===== src/rtl/vx_warp_issue_sched_pkg.sv =====
// rtl/vx_warp_issue_sched_pkg.sv - shared warp-count and branch-stall encodings
package vx_warp_issue_sched_pkg;

    localparam int NW   = 8;
    localparam int NW_W = $clog2(NW);

    // Same encoding the execute stage drives on its branch-stall output
    localparam logic STALL    = 1'b1;
    localparam logic NO_STALL = 1'b0;

endpackage


===== src/rtl/vx_rr_pick.sv =====
// rtl/vx_rr_pick.sv - combinational rotate-priority pick, search begins one past start_i
module vx_rr_pick #(
    parameter int NW   = 8,
    parameter int NW_W = $clog2(NW)
) (
    input  logic [NW-1:0]   req_i,
    input  logic [NW_W-1:0] start_i,
    output logic            found_o,
    output logic [NW_W-1:0] idx_o
);

    logic [NW_W-1:0] cand;

    // Walk offsets from farthest to nearest so the nearest hit is written last
    always_comb begin
        found_o = 1'b0;
        idx_o   = '0;
        cand    = '0;
        for (int i = NW; i >= 1; i--) begin
            cand = NW_W'(int'(start_i) + i);
            if (req_i[cand]) begin
                found_o = 1'b1;
                idx_o   = cand;
            end
        end
    end

endmodule


===== src/rtl/vx_warp_issue_sched.sv =====
// rtl/vx_warp_issue_sched.sv - round-robin warp issue scheduler with per-warp branch stall
module vx_warp_issue_sched
    import vx_warp_issue_sched_pkg::*;
#(
    parameter int NW   = vx_warp_issue_sched_pkg::NW,
    localparam int NW_W = $clog2(NW)
) (
    input  logic            clk,
    input  logic            reset,
    input  logic [NW-1:0]   in_warp_active,
    input  logic            in_exe_ready,
    input  logic            in_branch_stall,
    input  logic [NW_W-1:0] in_branch_warp_num,
    input  logic            in_branch_resolve,
    input  logic [NW_W-1:0] in_resolve_warp_num,
    output logic            out_issue_valid,
    output logic [NW_W-1:0] out_issue_warp_num,
    output logic [NW-1:0]   out_stall_mask,
    output logic [NW_W:0]   out_num_stalled
);

    localparam logic [NW-1:0] ONE = {{(NW-1){1'b0}}, 1'b1};

    logic [NW-1:0]   stall_q, stall_d;
    logic [NW_W:0]   num_stalled_q, num_stalled_d;
    logic [NW_W-1:0] rr_ptr_q, rr_ptr_d;
    logic            issue_valid_q, issue_valid_d;
    logic [NW_W-1:0] issue_warp_q, issue_warp_d;

    logic [NW-1:0]   set_vec, clr_vec, elig;
    logic            load, pick_found;
    logic [NW_W-1:0] pick_idx;

    assign set_vec = (in_branch_stall == STALL) ? (ONE << in_branch_warp_num) : '0;
    assign clr_vec = in_branch_resolve ? (ONE << in_resolve_warp_num) : '0;

    // Set wins over clear; the clear is not bypassed into eligibility
    assign stall_d = (stall_q & ~clr_vec) | set_vec;
    assign elig    = in_warp_active & ~stall_q & ~set_vec;
    assign load    = !issue_valid_q || in_exe_ready;

    vx_rr_pick #(
        .NW   (NW),
        .NW_W (NW_W)
    ) u_pick (
        .req_i   (elig),
        .start_i (rr_ptr_q),
        .found_o (pick_found),
        .idx_o   (pick_idx)
    );

    always_comb begin
        num_stalled_d = '0;
        for (int i = 0; i < NW; i++) begin
            num_stalled_d = num_stalled_d + (NW_W+1)'(stall_d[i]);
        end
    end

    // A committed grant is held regardless of later activity or stall changes
    always_comb begin
        issue_valid_d = issue_valid_q;
        issue_warp_d  = issue_warp_q;
        rr_ptr_d      = rr_ptr_q;
        if (load) begin
            issue_valid_d = pick_found;
            if (pick_found) begin
                issue_warp_d = pick_idx;
                rr_ptr_d     = pick_idx;
            end
        end
    end

    always_ff @(posedge clk) begin
        if (reset) begin
            stall_q       <= '0;
            num_stalled_q <= '0;
            rr_ptr_q      <= NW_W'(NW - 1);
            issue_valid_q <= 1'b0;
            issue_warp_q  <= '0;
        end else begin
            stall_q       <= stall_d;
            num_stalled_q <= num_stalled_d;
            rr_ptr_q      <= rr_ptr_d;
            issue_valid_q <= issue_valid_d;
            issue_warp_q  <= issue_warp_d;
        end
    end

    assign out_issue_valid    = issue_valid_q;
    assign out_issue_warp_num = issue_warp_q;
    assign out_stall_mask     = stall_q;
    assign out_num_stalled    = num_stalled_q;

endmodule


===== config.mk =====
export PLATFORM = sky130hd
export DESIGN_NAME = vx_warp_issue_sched
export DESIGN_NICKNAME = d
export VERILOG_FILES = /design/src/rtl/vx_warp_issue_sched_pkg.sv /design/src/rtl/vx_rr_pick.sv /design/src/rtl/vx_warp_issue_sched.sv
export SDC_FILE = /design/constraint.sdc
export NUM_CORES = 1
export LEC_CHECK = 0
export ABC_CLOCK_PERIOD_IN_PS = 5100
export CAP_MARGIN = 40
export CORE_UTILIZATION = 40
export CTS_CLUSTER_SIZE = 8
export DETAILED_ROUTE_END_ITERATION = 6
export HOLD_SLACK_MARGIN = 0.05
export PLACE_DENSITY = 0.65
export SYNTH_ARGS = -nofsm -noshare
export SYNTH_HDL_FRONTEND = slang
export SYNTH_SLANG_ARGS = --single-unit

===== constraint.sdc =====
create_clock -name clk -period 5.1 [get_ports clk]
set_input_delay 1.02 -clock clk [delete_from_list [all_inputs] [get_ports clk]]
set_output_delay 1.02 -clock clk [all_outputs]
set_load 0.03 [all_outputs]

# ---- After elaboration in Yosys (flattened, before gate mapping)
# Index checks and enable logic that the tools add are counted.
dict set report word_totals {
  ff_bits 19
  in_bits 19
  word_cells 74
}
dict set report classes {
  add_sub_neg 15
  magnitude_cmp 8
  shift 2
  muxes 34
  n_bitwise 7
  n_reduce_logical 3
}
# operator n
set ops {}
lappend ops {{less-than comparator 3 x 4 -> 1 bit (second input constant)} 8}
lappend ops {{bitwise AND 8 bit} 3}
lappend ops {{binary-select mux 1 bit (select 3 bit)} 8}
lappend ops {{2-to-1 mux 3 bit} 8}
lappend ops {{inverter 8 bit} 3}
lappend ops {{adder 4 x 1 -> 4 bit} 4}
lappend ops {{2-to-1 mux 1 bit} 16}
lappend ops {{2-to-1 mux 8 bit} 2}
lappend ops {{left shift 1 x 3 -> 8 bit (first input constant)} 2}
lappend ops {{adder 3 bit (second input constant)} 4}
lappend ops {{OR 8 bit} 1}
lappend ops {{adder 3 x 1 -> 3 bit (second input constant)} 2}
lappend ops {{adder 3 x 2 -> 3 bit (second input constant)} 2}
lappend ops {{adder 3 x 1 -> 4 bit} 1}
lappend ops {{adder 2 x 1 -> 3 bit} 1}
lappend ops {{adder 1 x 1 -> 2 bit} 1}
lappend ops {{AND reduction 2 bit} 1}
lappend ops {{logical NOT 1 bit} 1}
lappend ops {{logical OR 1 bit} 1}

# ---- Longest topological paths before layout
dict set report logic_depth {
  ltp_word 15
  depth_mapped 12
  depth_no_buf 12
}

# ---- Cells and area by module
# From an unflattened synthesis, not the netlist that was laid out.
dict set report unflattened {
  cells_unflattened 177
  area_unflattened_um2 1655.3
}
# mod instances cells_per_inst area_per_inst_um2
set by_module_without_submodules {}
lappend by_module_without_submodules {vx_warp_issue_sched 1 100 980.9}
lappend by_module_without_submodules {vx_rr_pick 1 77 674.4}

# ---- Worst setup path before layout
# No wires, ideal clock.
dict set report synth_timing {
  path_type {input-to-reg}
  from {input port in_branch_stall}
  to {register num_stalled_q[2] (netlist: out_num_stalled[2])}
  setup_ns 0.128
  arrival_ns 3.726
  t_required_ns 4.972
  path_slack_ns 1.246
  cell_stages 12
  n_path_buf 1
  cell_sequence {clkbuf_2 and4b_4 a21oi_1 fa_1 fa_1 fa_1 inv_1 ha_1 inv_1 fa_1 xor2_1 nor2_1}
}
dict set report synth_between {
  elab_chain_len 9
}
# element line_no
set synth_rtl {}
lappend synth_rtl {{start: declaration} vx_warp_issue_sched.sv:12} ;# input logic in_branch_stall,
lappend synth_rtl {{2-to-1 mux 8 bit *} vx_warp_issue_sched.sv:34} ;# assign set_vec = (in_branch_stall == STALL) ? (ONE << in_branch_warp_num) : '0;
lappend synth_rtl {{OR 8 bit *} vx_warp_issue_sched.sv:38} ;# assign stall_d = (stall_q & ~clr_vec) | set_vec;
lappend synth_rtl {{adder 1 x 1 -> 2 bit} vx_warp_issue_sched.sv:55} ;# num_stalled_d = num_stalled_d + (NW_W+1)'(stall_d[i]);
lappend synth_rtl {{adder 2 x 1 -> 3 bit} vx_warp_issue_sched.sv:55}
lappend synth_rtl {{adder 3 x 1 -> 4 bit} vx_warp_issue_sched.sv:55}
lappend synth_rtl {{adder 4 x 1 -> 4 bit (3 in series)} vx_warp_issue_sched.sv:55}
lappend synth_rtl {{adder 4 x 1 -> 4 bit *} vx_warp_issue_sched.sv:55}
lappend synth_rtl {{end signal: assignment} vx_warp_issue_sched.sv:82} ;# num_stalled_q <= num_stalled_d;
lappend synth_rtl {{end: declaration} vx_warp_issue_sched.sv:25} ;# logic [NW_W:0] num_stalled_q, num_stalled_d;
# Mark *: on every way between the ends. The rest lies on a longest branch, timed or not.
# A chain may end at the register's enable or synchronous reset.

# ---- Final worst setup path
dict set report layout_timing {
  from {input port in_branch_warp_num[1]}
  to {register num_stalled_q[2] (netlist: out_num_stalled[2])}
}
dict set report layout_between {
  elab_chain_len 10
}
# element line_no
set layout_rtl {}
lappend layout_rtl {{start: declaration} vx_warp_issue_sched.sv:13} ;# input logic [NW_W-1:0] in_branch_warp_num,
lappend layout_rtl {{left shift 1 x 3 -> 8 bit *} vx_warp_issue_sched.sv:34}
lappend layout_rtl {{2-to-1 mux 8 bit *} vx_warp_issue_sched.sv:34}
lappend layout_rtl {{OR 8 bit *} vx_warp_issue_sched.sv:38}
lappend layout_rtl {{adder 1 x 1 -> 2 bit} vx_warp_issue_sched.sv:55}
lappend layout_rtl {{adder 2 x 1 -> 3 bit} vx_warp_issue_sched.sv:55}
lappend layout_rtl {{adder 3 x 1 -> 4 bit} vx_warp_issue_sched.sv:55}
lappend layout_rtl {{adder 4 x 1 -> 4 bit (3 in series)} vx_warp_issue_sched.sv:55}
lappend layout_rtl {{adder 4 x 1 -> 4 bit *} vx_warp_issue_sched.sv:55}
# Marks and branches as above.

==> impl_metrics.tcl <==
set metrics [dict create \
    worstPathRequired_ns 5.22 \
    grt_max_degree 19 \
    portBuffers 34 \
    cts.clk_slew.worst_paths_ns 0.07 \
    hold_viol 0 \
    fin_crit_sh 0.858 \
    core-area_mm2 0.00482 \
    dp.cells 317 \
    syn-num-nets 255 \
    cts_resized 0 \
    peakVddDrop_mv 0.208 \
    finalInstanceArea_mm2 0.00244 \
    avgSynthCellArea_um2 8.96 \
    antenna_found_initial 0 \
    die_area_mm2 0.00538 \
    dieHeight_um 73.3 \
    power_mw 1.25 \
    synth_common_cells "20 x nor2_1, 19 x dfxtp_1, 14 x inv_1" \
    drc 0 \
    ctsRootBufferMaster "clkbuf_8" \
    wl_um 5180 \
    fin_ws_ns 0.722 \
    hp-class "reg -> reg" \
    grt_pass1_vias 1634 \
    power.density_mw_per_mm2 512 \
    ys.flop_type "dfxtp_1" \
    grt_usage 0.201 \
    fin_cells 321 \
    tightest_slew_ns 0.674 \
    maxCapViolCount 0 \
    cts_hold_buf 0 \
    cts_buffers 3 \
    synth_edf_count 0 \
    dp_hpwl_um 4150 \
    cp.arrival_ns 4.50 \
    pre_cts_ws_ns 0.462 \
    synth_top_cell_by_area "dfxtp_1" \
    grt_first_pass_wirelength_um 8270 \
    setup_viol 0 \
    first_pass_iters 4 \
    overflow 0 \
    critPathMaxFanout 12 \
    vias_per_cell 5.87 \
    clock_path_buffers 2 \
    synth_most_common_cell "nor2_1" \
    netlist_area_mm2 0.00203 \
    synth_area_leaders "dfxtp_1 19%, mux4_2 10%, fa_1 3.9%, nor2_1 3.7%, mux2i_1 3.4%" \
    syn_inst 227 \
    slew_headroom 0.549 \
    drive_gt1_frac 0.134 \
    ys_seq_elements 19 \
    leakagePower_nw 0.928 \
    tritoncts "built" \
    setup.worst_path.start_class "input pin" \
    diodes 0 \
    drv_slew 0 \
    pin_count 35 \
    wl_per_cell_um 16.1 \
    async_flop_share 0 \
    initial_utilization 0.422 \
    drtAntennaViolNets 0 \
    fin_nets 283 \
    htreeDepth 1 \
    synth-seq-area-share 0.187 \
    rsz0062_at_grt "false" \
    place_congestion 0.877 \
    syn2layout_area_growth_pct 19.9 \
    period_needed_ns 4.38 \
    rows 25 \
    fill_cells 496 \
    drt_iter0_markers 108 \
    clock_sinks 19 \
    ys_warn_count 0 \
    post_dp_cell_area_mm2 0.00239 \
    setup.worst_path.end_class "flip-flop" \
    tns_ns 0 \
    synth_top_area_share 0.187 \
    fmax_mhz 228 \
    critPathKind "in -> reg" \
    cts_setup_buffers 0 \
    yosysUniqueCellTypes 63 \
    status "complete, no violations" \
    via_count 1885 \
    finClkSkew_ns 0.00290 \
    fp.dieW_um 73.3 \
    clock_insertion_delay_worst_skew_ns 0.26 \
]
[sequential cells by signal (all words and copies together), names as in the netlist]
signal / cells
out_issue_valid: 1
out_stall_mask: 8
out_issue_warp_num: 3
out_num_stalled: 4
rr_ptr_q: 3
[per-layer routing]
metal / GRT usage / vias to the layer above / share of wire
met5: 0 / - / 0
met4: 0.0662 / 0 / 0.018
met3: 0.0233 / 8 / 0.052
met2: 0.309 / 57 / 0.46
met1: 0.295 / 902 / 0.47
li1: - / 918 / -
[worst paths after layout]
kind                                         endpoint  cells past startpoint                   from  slack [ns]
worst min-delay path            out_issue_warp_num[2]                      2  out_issue_warp_num[2]        0.48
worst min register to register  out_issue_warp_num[2]                      2  out_issue_warp_num[2]        0.48
worst max-delay path               out_num_stalled[2]                     12  in_branch_warp_num[1]        0.72
worst max register to register            rr_ptr_q[0]                      9            rr_ptr_q[1]        1.09
[metrics by stage]
| step | hold WS, ns | util |
|---|---|---|
| after detailed placement | 0.472 | 0.497 |
| final | 0.478 | 0.506 |
| after CTS | 0.484 | 0.506 |
| after global routing | 0.511 | 0.506 |
| after global placement | 0.466 | 0.497 |
| after floorplan | 0.597 | - |
[cells by family (layout without fill, tap and decap cells)]
group,count (synthesis),after routing,synth area share
simple gates,93,93,0.303
compound gates,54,54,0.190
buf+inv,27,54,0.0640
mux,21,21,0.169
flops,19,19,0.187
fa+ha+maj,9,9,0.0701
xor+xnor,4,4,0.0172
[power by group]
part / switching [mW] / internal, mW / leakage [nW]
Clock: 0.0496 / 0.0543 / 0.0255
Combinational: 0.512 / 0.424 / 0.747
Sequential: 0.0340 / 0.175 / 0.156
Total: 0.595 / 0.653 / 0.928
[area by class of cell]
cell class                      count  area (µm²)  share of cell area
Sequential cell                    19         380               0.156
Clock buffer                        3        41.3              0.0169
Tap cell                           67        83.8              0.0344
Inverter                           15        56.3              0.0231
Multi-Input combinational cell    181        1520               0.625
Clock inverter                      1        5.00             0.00205
Timing Repair Buffer               35         348               0.143
[cell usage in the layout (no fill, tap or decap), drive strengths merged, types with 4 or more instances in the layout]
| master | n |
|---|---|
| nor2 | 20 |
| nand3b | 8 |
| ha | 5 |
| dfxtp | 19 |
| o22ai | 4 |
| nor2b | 7 |
| or3b | 5 |
| nor3b | 7 |
| nand2b | 6 |
| nand2 | 10 |
| mux2i | 7 |
| nand3 | 6 |
| a21o | 4 |
| mux2 | 4 |
| mux4 | 10 |
| fa | 4 |
| a21oi | 13 |
| clkdlybuf4s50 | 34 |
| o21ai | 7 |
| o32ai | 4 |
| inv | 15 |
[worst max-delay path, cell delays in order]
cell	delay (ns)
clkdlybuf4s50_1	0.69
and4bb_2	0.33
a21oi_1	0.23
fa_1	0.45
fa_1	0.51
fa_1	0.41
inv_1	0.07
ha_1	0.16
inv_1	0.06
fa_1	0.37
xor2_1	0.15
nor2_1	0.05
No activity file was read; power rests on OpenSTA's default activity.
